**src/rtl/swo_tx.sv**
```systemverilog
// NRZ Serial Wire Output transmitter: a byte FIFO feeding a UART-style serialiser
// (1 start bit, 8 data bits LSB-first, 1 stop bit) with a per-frame latched bit period.
module swo_tx #(
    parameter int pFIFO_DEPTH = 16,
    parameter int pDIV_WIDTH  = 16
) (
    input  logic                           target_clk,
    input  logic                           reset_n,
    input  logic                           I_enable,
    input  logic [pDIV_WIDTH-1:0]          I_baud_div,
    input  logic [7:0]                     I_data,
    input  logic                           I_wr,
    input  logic                           I_clear_overflow,
    output logic                           O_full,
    output logic                           O_empty,
    output logic [$clog2(pFIFO_DEPTH):0]   O_fifo_count,
    output logic                           O_busy,
    output logic                           O_overflow,
    output logic                           O_swo,
    output logic [1:0]                     O_dbg_state
);
    localparam int AW = $clog2(pFIFO_DEPTH);
    localparam int CW = AW + 1;

    typedef enum logic [1:0] {S_IDLE, S_START, S_DATA, S_STOP} state_t;

    state_t                  state_q, state_d;
    logic [7:0]              mem [pFIFO_DEPTH];
    logic [AW-1:0]           wr_ptr_q, rd_ptr_q;
    logic [CW-1:0]           count_q, count_d;
    logic [pDIV_WIDTH-1:0]   div_q, div_d, cnt_q, cnt_d;
    logic [2:0]              bit_q, bit_d;
    logic [7:0]              shift_q, shift_d;
    logic                    swo_q, swo_d;
    logic                    ovf_q, ovf_d;
    logic                    push, pop, tick, start_ok;

    assign O_full       = (count_q == CW'(pFIFO_DEPTH));
    assign O_empty      = (count_q == '0);
    assign O_fifo_count = count_q;
    assign O_overflow   = ovf_q;
    assign O_swo        = swo_q;
    assign O_dbg_state  = state_q;

    assign push     = I_wr && !O_full;
    assign tick     = (cnt_q == div_q);
    assign start_ok = I_enable && !O_empty;
    // A pop happens exactly when a frame starts, whether from IDLE or straight out of STOP.
    assign pop      = (state_d == S_START) && (state_q == S_IDLE || state_q == S_STOP);

    always_ff @(posedge target_clk or negedge reset_n) begin
        if (!reset_n) state_q <= S_IDLE;
        else          state_q <= state_d;
    end

    always_comb begin
        state_d = state_q;
        case (state_q)
            S_IDLE:  if (start_ok) state_d = S_START;
            S_START: if (tick) state_d = S_DATA;
            S_DATA:  if (tick && bit_q == 3'd7) state_d = S_STOP;
            S_STOP:  if (tick) state_d = start_ok ? S_START : S_IDLE;
            default: state_d = S_IDLE;
        endcase
    end

    always_comb begin
        swo_d  = 1'b1;
        O_busy = (state_q != S_IDLE);
        case (state_d)
            S_START: swo_d = 1'b0;
            S_DATA:  swo_d = shift_d[0];
            default: swo_d = 1'b1;
        endcase
    end

    // Bit timing datapath; the divider is only relatched at a frame start.
    always_comb begin
        shift_d = shift_q;
        div_d   = div_q;
        cnt_d   = cnt_q;
        bit_d   = bit_q;
        if (pop) begin
            shift_d = mem[rd_ptr_q];
            div_d   = I_baud_div;
            cnt_d   = '0;
            bit_d   = '0;
        end else if (state_q != S_IDLE) begin
            if (tick) begin
                cnt_d = '0;
                if (state_q == S_DATA) begin
                    shift_d = shift_q >> 1;
                    bit_d   = bit_q + 3'd1;
                end
            end else begin
                cnt_d = cnt_q + 1'b1;
            end
        end
    end

    always_comb begin
        count_d = count_q;
        if (push && !pop)      count_d = count_q + 1'b1;
        else if (!push && pop) count_d = count_q - 1'b1;
        ovf_d = ovf_q;
        if (I_wr && O_full)        ovf_d = 1'b1;
        else if (I_clear_overflow) ovf_d = 1'b0;
    end

    always_ff @(posedge target_clk or negedge reset_n) begin
        if (!reset_n) begin
            wr_ptr_q <= '0;
            rd_ptr_q <= '0;
            count_q  <= '0;
            ovf_q    <= 1'b0;
            swo_q    <= 1'b1;
            shift_q  <= '0;
            div_q    <= '0;
            cnt_q    <= '0;
            bit_q    <= '0;
        end else begin
            if (push) wr_ptr_q <= wr_ptr_q + 1'b1;
            if (pop)  rd_ptr_q <= rd_ptr_q + 1'b1;
            count_q <= count_d;
            ovf_q   <= ovf_d;
            swo_q   <= swo_d;
            shift_q <= shift_d;
            div_q   <= div_d;
            cnt_q   <= cnt_d;
            bit_q   <= bit_d;
        end
    end

    always_ff @(posedge target_clk) begin
        if (push) mem[wr_ptr_q] <= I_data;
    end
endmodule

```
**config.mk**
```make
export PLATFORM = sky130hd
export DESIGN_NAME = swo_tx
export DESIGN_NICKNAME = d
export VERILOG_FILES = /design/src/rtl/swo_tx.sv
export SDC_FILE = /design/constraint.sdc
export NUM_CORES = 1
export LEC_CHECK = 0
export ABC_AREA = 0
export CELL_PAD_IN_SITES_DETAIL_PLACEMENT = 1
export CELL_PAD_IN_SITES_GLOBAL_PLACEMENT = 1
export CORE_MARGIN = 2
export CORE_UTILIZATION = 46
export CTS_CLUSTER_DIAMETER = 60
export DETAILED_ROUTE_END_ITERATION = 16
export PLACE_DENSITY = 0.83
export REMOVE_ABC_BUFFERS = 1
export SETUP_SLACK_MARGIN = 0.15
export SYNTH_ARGS = -nofsm -noshare
export SYNTH_HDL_FRONTEND = slang
export SYNTH_SLANG_ARGS = --single-unit
```
**constraint.sdc**
```tcl
create_clock -name target_clk -period 3.17 [get_ports target_clk]
set_clock_uncertainty 0.1 [all_clocks]
set_input_delay 0.4755 -clock target_clk [delete_from_list [all_inputs] [get_ports target_clk]]
set_output_delay 0.4755 -clock target_clk [all_outputs]
set_load 0.01 [all_outputs]
```
==> impl_metrics.env <==
export IMPL_synthArstFlopShare_pct=31.9
export IMPL_synth_cell_type_count=52
export IMPL_start_util_pct=47.3
export IMPL_cts_tree="done"
export IMPL_fin_crit_ns=3.17
export IMPL_slowest_stage="dfrtp_1"
export IMPL_worst_endpoint_arrival_ns=3.44
export IMPL_cap_violations=0
export IMPL_post_place_ws_ns=-0.259
export IMPL_utilization_pct=57.1
export IMPL_path_max_fanout=3
export IMPL_critPathBufInv=3
export IMPL_synth_compound_area_share_pct=6.56
export IMPL_synth_edf_count=128
export IMPL_reg2reg_slack_ns=0.002
export IMPL_worstPathCellList="xor2_1 -> nor4_1 -> buf_4 -> a41oi_2 -> o221a_2 -> nor3_4 -> inv_4 -> ha_4 -> fa_2 -> inv_1 -> a21o_1 -> a21oi_2 -> xnor2_1 -> nor2_1 -> xnor2_1"
export IMPL_clockBufferDepth=2
export IMPL_slowest_delay_ns=0.40
export IMPL_fin_hold_ws_ns=0.417
export IMPL_required_ns=3.44
export IMPL_fill_cells=1620
export IMPL_worstHoldStart="div_q[12]"
export IMPL_power_density_mw_per_mm2=893
export IMPL_first_global_vias=5643
export IMPL_antenna_cells=0
export IMPL_grt_pass1_wl_mm=32.5
export IMPL_htree_levels=4
export IMPL_hold_depth=1
export IMPL_period_share_pct=99.9
export IMPL_area_growth_pct=20.8
export IMPL_rsz0062_at_grt="yes"
export IMPL_crit_type="reg -> reg"
export IMPL_syn_cell_area_sq_mm=0.00821
export IMPL_min_to="div_q[12]"
export IMPL_synth_area_leaders="edfxtp_1 (47%), dfrtp_1 (18%), mux2i_1 (5.2%), mux4_2 (5.2%), ha_1 (2.6%)"
export IMPL_place_congestion=0.821
export IMPL_setup_tns_ns=0
export IMPL_regArea_sq_mm=0.00535
export IMPL_die_area_sq_mm=0.0189
export IMPL_r2r_start="div_q[6]"
export IMPL_vias=5075
export IMPL_antenna_found_initial=0
export IMPL_fp_dieW_um=138
export IMPL_synth_top_cell_by_area="edfxtp_1"
export IMPL_avgSynthCellArea_sq_um=15.1
export IMPL_synthAdderAreaFrac_pct=2.84
export IMPL_io_pins=41
export IMPL_synthXorXnorAreaFrac_pct=2.99
export IMPL_synth_top_family_by_area="multiplexers"
export IMPL_multi_input_area_sq_mm=0.00278
export IMPL_clk_pin_slew_ns=0.08
export IMPL_reg2reg_depth=15
export IMPL_final_nets=686
export IMPL_synthFlopType="edfxtp_1"
export IMPL_critPathTopFamily="compound AO/OA/AOI/OAI gates"
export IMPL_slew_headroom_pct=48.5
export IMPL_viasPerCell=5.79
export IMPL_vdd_drop_max_mv=0.441
export IMPL_cts_buffers=17
export IMPL_setup_slack_ns=0.00247
export IMPL_clock_sinks=188
export IMPL_rows=48
export IMPL_dpl_hpwl_mm=13.2
export IMPL_ant_nets=0
export IMPL_clock_root_buffer="clkbuf_16"
export IMPL_layout_drive_gt1_share_pct=22.5
export IMPL_coreArea_sq_mm=0.0174
export IMPL_final_hold_viol_count=0
export IMPL_synth_area_mux_share_pct=13.2
export IMPL_yosysSeqAreaShare_pct=65.1
export IMPL_die_h_um=138
export IMPL_drt_total_wl_mm=20.5
export IMPL_path_common_cell="xnor2_1"
export IMPL_reg2reg_to="O_fifo_count[4]"
export IMPL_drc=0
export IMPL_worst_pin_slew_ns=0.770
export IMPL_worstSkewPairLatency_ns=0.45
export IMPL_finalMaxSlewViolations=0
export IMPL_track_usage_pct=23.7
export IMPL_netlist_instances=545
export IMPL_start_kind="flop"
export IMPL_power_total_mw=8.85
export IMPL_yosys_area_share_simple_pct=7.18
export IMPL_p_leak_nw=3.78
export IMPL_hold_path_class="reg -> reg"
export IMPL_wire_per_inst_um=23.4
export IMPL_finalSetupViolCount=0
export IMPL_first_iter_violations=418
export IMPL_crit_path_end_kind="flop"
export IMPL_grt_start_max_net_pins=37
export IMPL_timing_fmax_mhz=316
export IMPL_dr_pass1_iters=4
export IMPL_portBuffers=40
export IMPL_ys_warn_count=0
export IMPL_overflow=0
export IMPL_synth_seq_cells=188
export IMPL_outcome="finished, final reports clean"
export IMPL_synth_top_area_share_pct=46.8
flip-flops by register name, summed over array words and instances, names as in the netlist, 2 cells and up:
register / flops
mem: 128
cnt_q: 16
div_q: 16
shift_q: 8
O_fifo_count: 5
rd_ptr_q: 4
wr_ptr_q: 4
bit_q: 3
O_dbg_state: 2
cell usage in the layout (no fill, tap or decap), types with 4 or more instances in the layout:
cell type        Yosys  layout
o21ai_0             23      20
mux2_1              10      10
nor2_1              24      24
xor2_1              19      18
inv_8                0       4
mux4_2              19      19
or3_1                9       9
or3b_2               5       5
dfrtp_1             59      57
xnor2_1              9       9
nor4_1               5       4
mux2_2               9       9
nand3_1              5       5
inv_1               11      10
edfxtp_1           128     128
and3_1               5       5
nand2_1             27      27
clkbuf_16            0      17
a221oi_1            18      18
clkdlybuf4s50_1      0      39
o21a_1               8       8
a21oi_1             20      18
ha_1                17      13
buf_4                2      55
nor2b_1              5       5
nor3_1               5       5
mux2i_1             43      43
kinds of logic after synthesis:
family	count (synthesis)
AOI/OAI and AO/OA	82
xor gates and xnor gates	28
DFF	188
adders and majority gates	18
and+or+nand+nor	109
buffers and inverters	38
muxes	82
layout make-up:
class	instances	share of cell area, %
repair buffers	99	8.68
multi-input cells	319	28.1
clock buffers	18	4.33
well taps	225	2.84
inverters	14	0.618
clock inverters	14	1.50
flip-flops and latches	188	54.0
per-stage QoR:
stage,area [sq um],instances
3_5_place_dp,9190,840
3_3_place_gp,9190,840
2_1_floorplan,8090,521
4_1_cts,9870,875
6_report,9910,877
5_1_grt,9910,877
where the power goes:
group / internal [mW] / leakage [nW] / switching [mW]
combinational: 1.56 / 1.60 / 1.74
clock: 1.05 / 0.279 / 1.04
sequential: 3.09 / 1.90 / 0.367
total: 5.71 / 3.78 / 3.15
synthesized netlist by cell type, drive strengths merged, types with 6 or more instances:
library cell,number
a221oi,18
nor4,6
clkbuf,10
a21oi,20
mux2i,43
xnor2,9
o21ai,23
o21a,8
buf,14
mux2,20
ha,17
nor3,6
nand2,27
or3,9
edfxtp,128
xor2,19
inv,12
nor2,24
dfrtp,59
mux4,19
worst max-delay path by stage:
stage / start / to / slack (ns) / cells past startpoint
floorplan: cnt_q[12] / O_fifo_count[4] / -1.03 / 14
global placement: I_enable / O_fifo_count[4] / -0.05 / 14
detailed placement: I_enable / O_fifo_count[4] / -0.26 / 14
CTS: div_q[6] / O_fifo_count[4] / 0.04 / 15
global route: div_q[0] / O_fifo_count[4] / -0.16 / 15
finish: div_q[6] / O_fifo_count[4] / 0.002 / 15
repair_timing:
action | 4_1_cts | 5_1_grt
hold endpoints to repair | 20 | 0
endpoints found under the setup margin | 4 | 4
buffers inserted | 2 | 2
gates resized for setup | 18 | 7
hold buffers | 1 | 0
pin swaps | 8 | 6
metal layers:
metal	wire (um)	vias to the layer above	global-route usage (%)
met5	0	-	0
met4	374	0	8.48
met3	875	30	5.04
met2	10700	127	40.6
met1	8620	2646	29.9
li1	-	2272	-
worst reg2reg max path: cells and delay by family (launching register included):
family	cells	cell delay, ns
buffers and inverters	3	0.31
AOI/OAI and AO/OA	4	0.66
DFF	1	0.40
and+or+nand+nor	3	0.64
adders and majority gates	2	0.54
xor gates and xnor gates	3	0.43
Power figures use the tool's default switching activity.
==> patch (same flow settings) <==
Register the output `O_fifo_count` once more; this adds one clock of latency there. The other outputs are not delayed to match.
--- a/src/rtl/swo_tx.sv
+++ b/src/rtl/swo_tx.sv
@@ -38,5 +38,7 @@
     assign O_full       = (count_q == CW'(pFIFO_DEPTH));
     assign O_empty      = (count_q == '0);
-    assign O_fifo_count = count_q;
+    always_ff @(posedge target_clk) begin
+        O_fifo_count <= count_q;
+    end
     assign O_overflow   = ovf_q;
     assign O_swo        = swo_q;
Function: changed (Yosys sat finds a counterexample within 4 cycles, from zero or initial values and one cycle with reset_n low).
==> patch against the original RTL <==
  * The flow now finishes with violations (setup timing)
  * First-iteration DRC count decreased by 23%
  * Setup slack lost 180 ps
  * Cell count increased by 3.2%
  * Utilization grew 0.28 points
  * Fmax decreased by 5.2%
  * Area after synthesis is 1.6% higher
  * Combinational power up 21%
  * Routed wire length increased by 3.3%
  * Final area increased by 3.3%
  * Critical path type unchanged
  * Total power grew 11%
  * Sequential cell count grew 5
==> patch: results (changes against the original RTL) <==
[sta]
fin_ws_ps = -172.7  ; -175.1 ps
setup_tns_ps = -295.3  ; -295.3 ps
tightest_slew_ps = 798.7  ; +28.37 ps
setup_viol = 3  ; +3

[global_route]
met2_usage = 0.4101  ; +0.003808
antenna_found_initial = 0  ; unchanged
globalRouteMet3Util = 0.03626  ; -0.01415
grt_util_met1 = 0.2619  ; -0.03709
grt_pass1_wl_mm = 32.86  ; +1.0%
grt_pass1_vias = 5758  ; +2.0%
grt_max_degree = 61  ; +65%
grt_use_total = 0.2245  ; -0.01287

[detailed_routing]
wl_met3_um = 690  ; -21%
drtIter0Drc = 322  ; -23%
top_layer_used = met4
post_drt_wl_per_cell_um = 23.43  ; about the same
met1_length_mm = 8.126  ; -5.8%
via_per_inst = 5.771  ; -0.27%
first_pass_iters = 5  ; +1
route.met2.wl_mm = 11.68  ; +9.7%

[pwr]
p_leak_nw = 3.888  ; +2.9%
max-vdd-ir-drop_mv = 0.5091  ; +15%

[min_path]
min_path_type = input port to asynchronous set/reset pin

[placed_design]
gp_congestion = 0.8356  ; +1.7%
place_hpwl_mm = 13.60  ; +2.7%
io_buffers = 40  ; unchanged
dp_cells = 862  ; +2.6%
dpl-instance-area_sq_um = 9360  ; +1.9%

[worst_setup_path]
rrSetupSlack_ps = -170  ; -180 ps
rr_worst_depth = 16  ; +1
worstReg2RegStart = cnt_q[8]$_DFFE_PN0P_
startpoint = cnt_q[8]$_DFFE_PN0P_
cp.arrival_ps = 3580  ; +140 ps
crit_end = count_q[4]$_DFFE_PN0P_

[synthesis]
ys_top_cells_by_area = edfxtp_1 46%, dfrtp_1 18%, mux2i_1 5.9%
async_reset_ff_frac = 0.3109  ; -0.008268
synth.distinct_cells = 47  ; -9.6%
synth_commonest_cells = 128 x edfxtp_1, 59 x dfrtp_1, 49 x mux2i_1, 27 x nand2_1, 24 x xnor2_1
syn_inst = 561  ; +2.9%
synth_warnings = 0  ; unchanged
yosys_most_used_dff = edfxtp_1
ys_seq_area_frac = 0.6535  ; +0.002034

[cts]
cts-buffers-inserted = 17  ; unchanged
clk_latency_ps = 460
clk_pin_slew_ps = 80  ; about the same
clock-root-buffer = clkbuf_16

[cells_and_area]
final_nets = 710  ; +3.5%
final_cells = 905  ; +3.2%
fill_cells = 1663  ; +2.7%
largest_registers = mem (128), cnt_q (16), div_q (16)
drive_above_1_share = 0.2485  ; +0.02306
diodes = 0  ; unchanged
seqCellArea_sq_um = 5449  ; +1.9%

[outcome]
status = complete, but fails checks
violations = setup timing

==> patch: stage by stage <==
stage,setup slack [ps],total power (W),hold WS (ps)
global placement,-93.72,0.006873,320.3
CTS,-19.90,0.009707,112.0
finish,-172.7,0.009846,78.42
global route,-297.5,0.01034,150.7
detailed placement,-229.5,0.007145,313.5
floorplan,-1442,0.005779,79.91
==> patch: layout make-up <==
type                       instances  area share
timing repair buffer             112     0.09297
multi-input combinational        324      0.2776
tap                              229     0.02798
clock buffer                      17     0.04154
clock inverter                    15     0.02187
sequential                       193      0.5321
inverter                          15    0.005987
==> patch: cell families after synthesis <==
group / synth area share
AO/OA/AOI/OAI: 0.07026
XOR/XNOR: 0.02942
adder cells (fa/ha/maj): 0.02792
buffers and inverters: 0.02312
flip-flops: 0.6535
multiplexers: 0.1264
AND/OR/NAND/NOR: 0.06936
==> patch: repair_timing <==
item / in CTS / in global routing
buffers inserted: 5 / 6
endpoints found under the setup margin: 3 / 34
resized for setup: 16 / 12
pin swaps: 11 / 8
hold endpoints to repair: 0 / 0
==> patch: worst max-delay path, stage by stage (launching register included) <==
cell and delay, ps:
dfrtp_1 450, xnor2_2 230, nand4_1 210, buf_4 200
buf_4 130, nor4_2 320, and3_1 330, nor3_4 80
inv_4 70, ha_4 150, inv_4 50, ha_4 210
a21o_1 190, a21oi_2 130, xnor2_1 150, nor2_1 80
xnor2_1 130
==> patch: where the power goes <==
part / internal (W) / total, W / leakage (nW) / switching (W)
Sequential: 0.00321 / 0.00356 / 1.94 / 0.000350
Combinational: 0.00191 / 0.00398 / 1.64 / 0.00208
Clock: 0.00113 / 0.00231 / 0.311 / 0.00118
Total: 0.00624 / 0.00985 / 3.89 / 0.00360
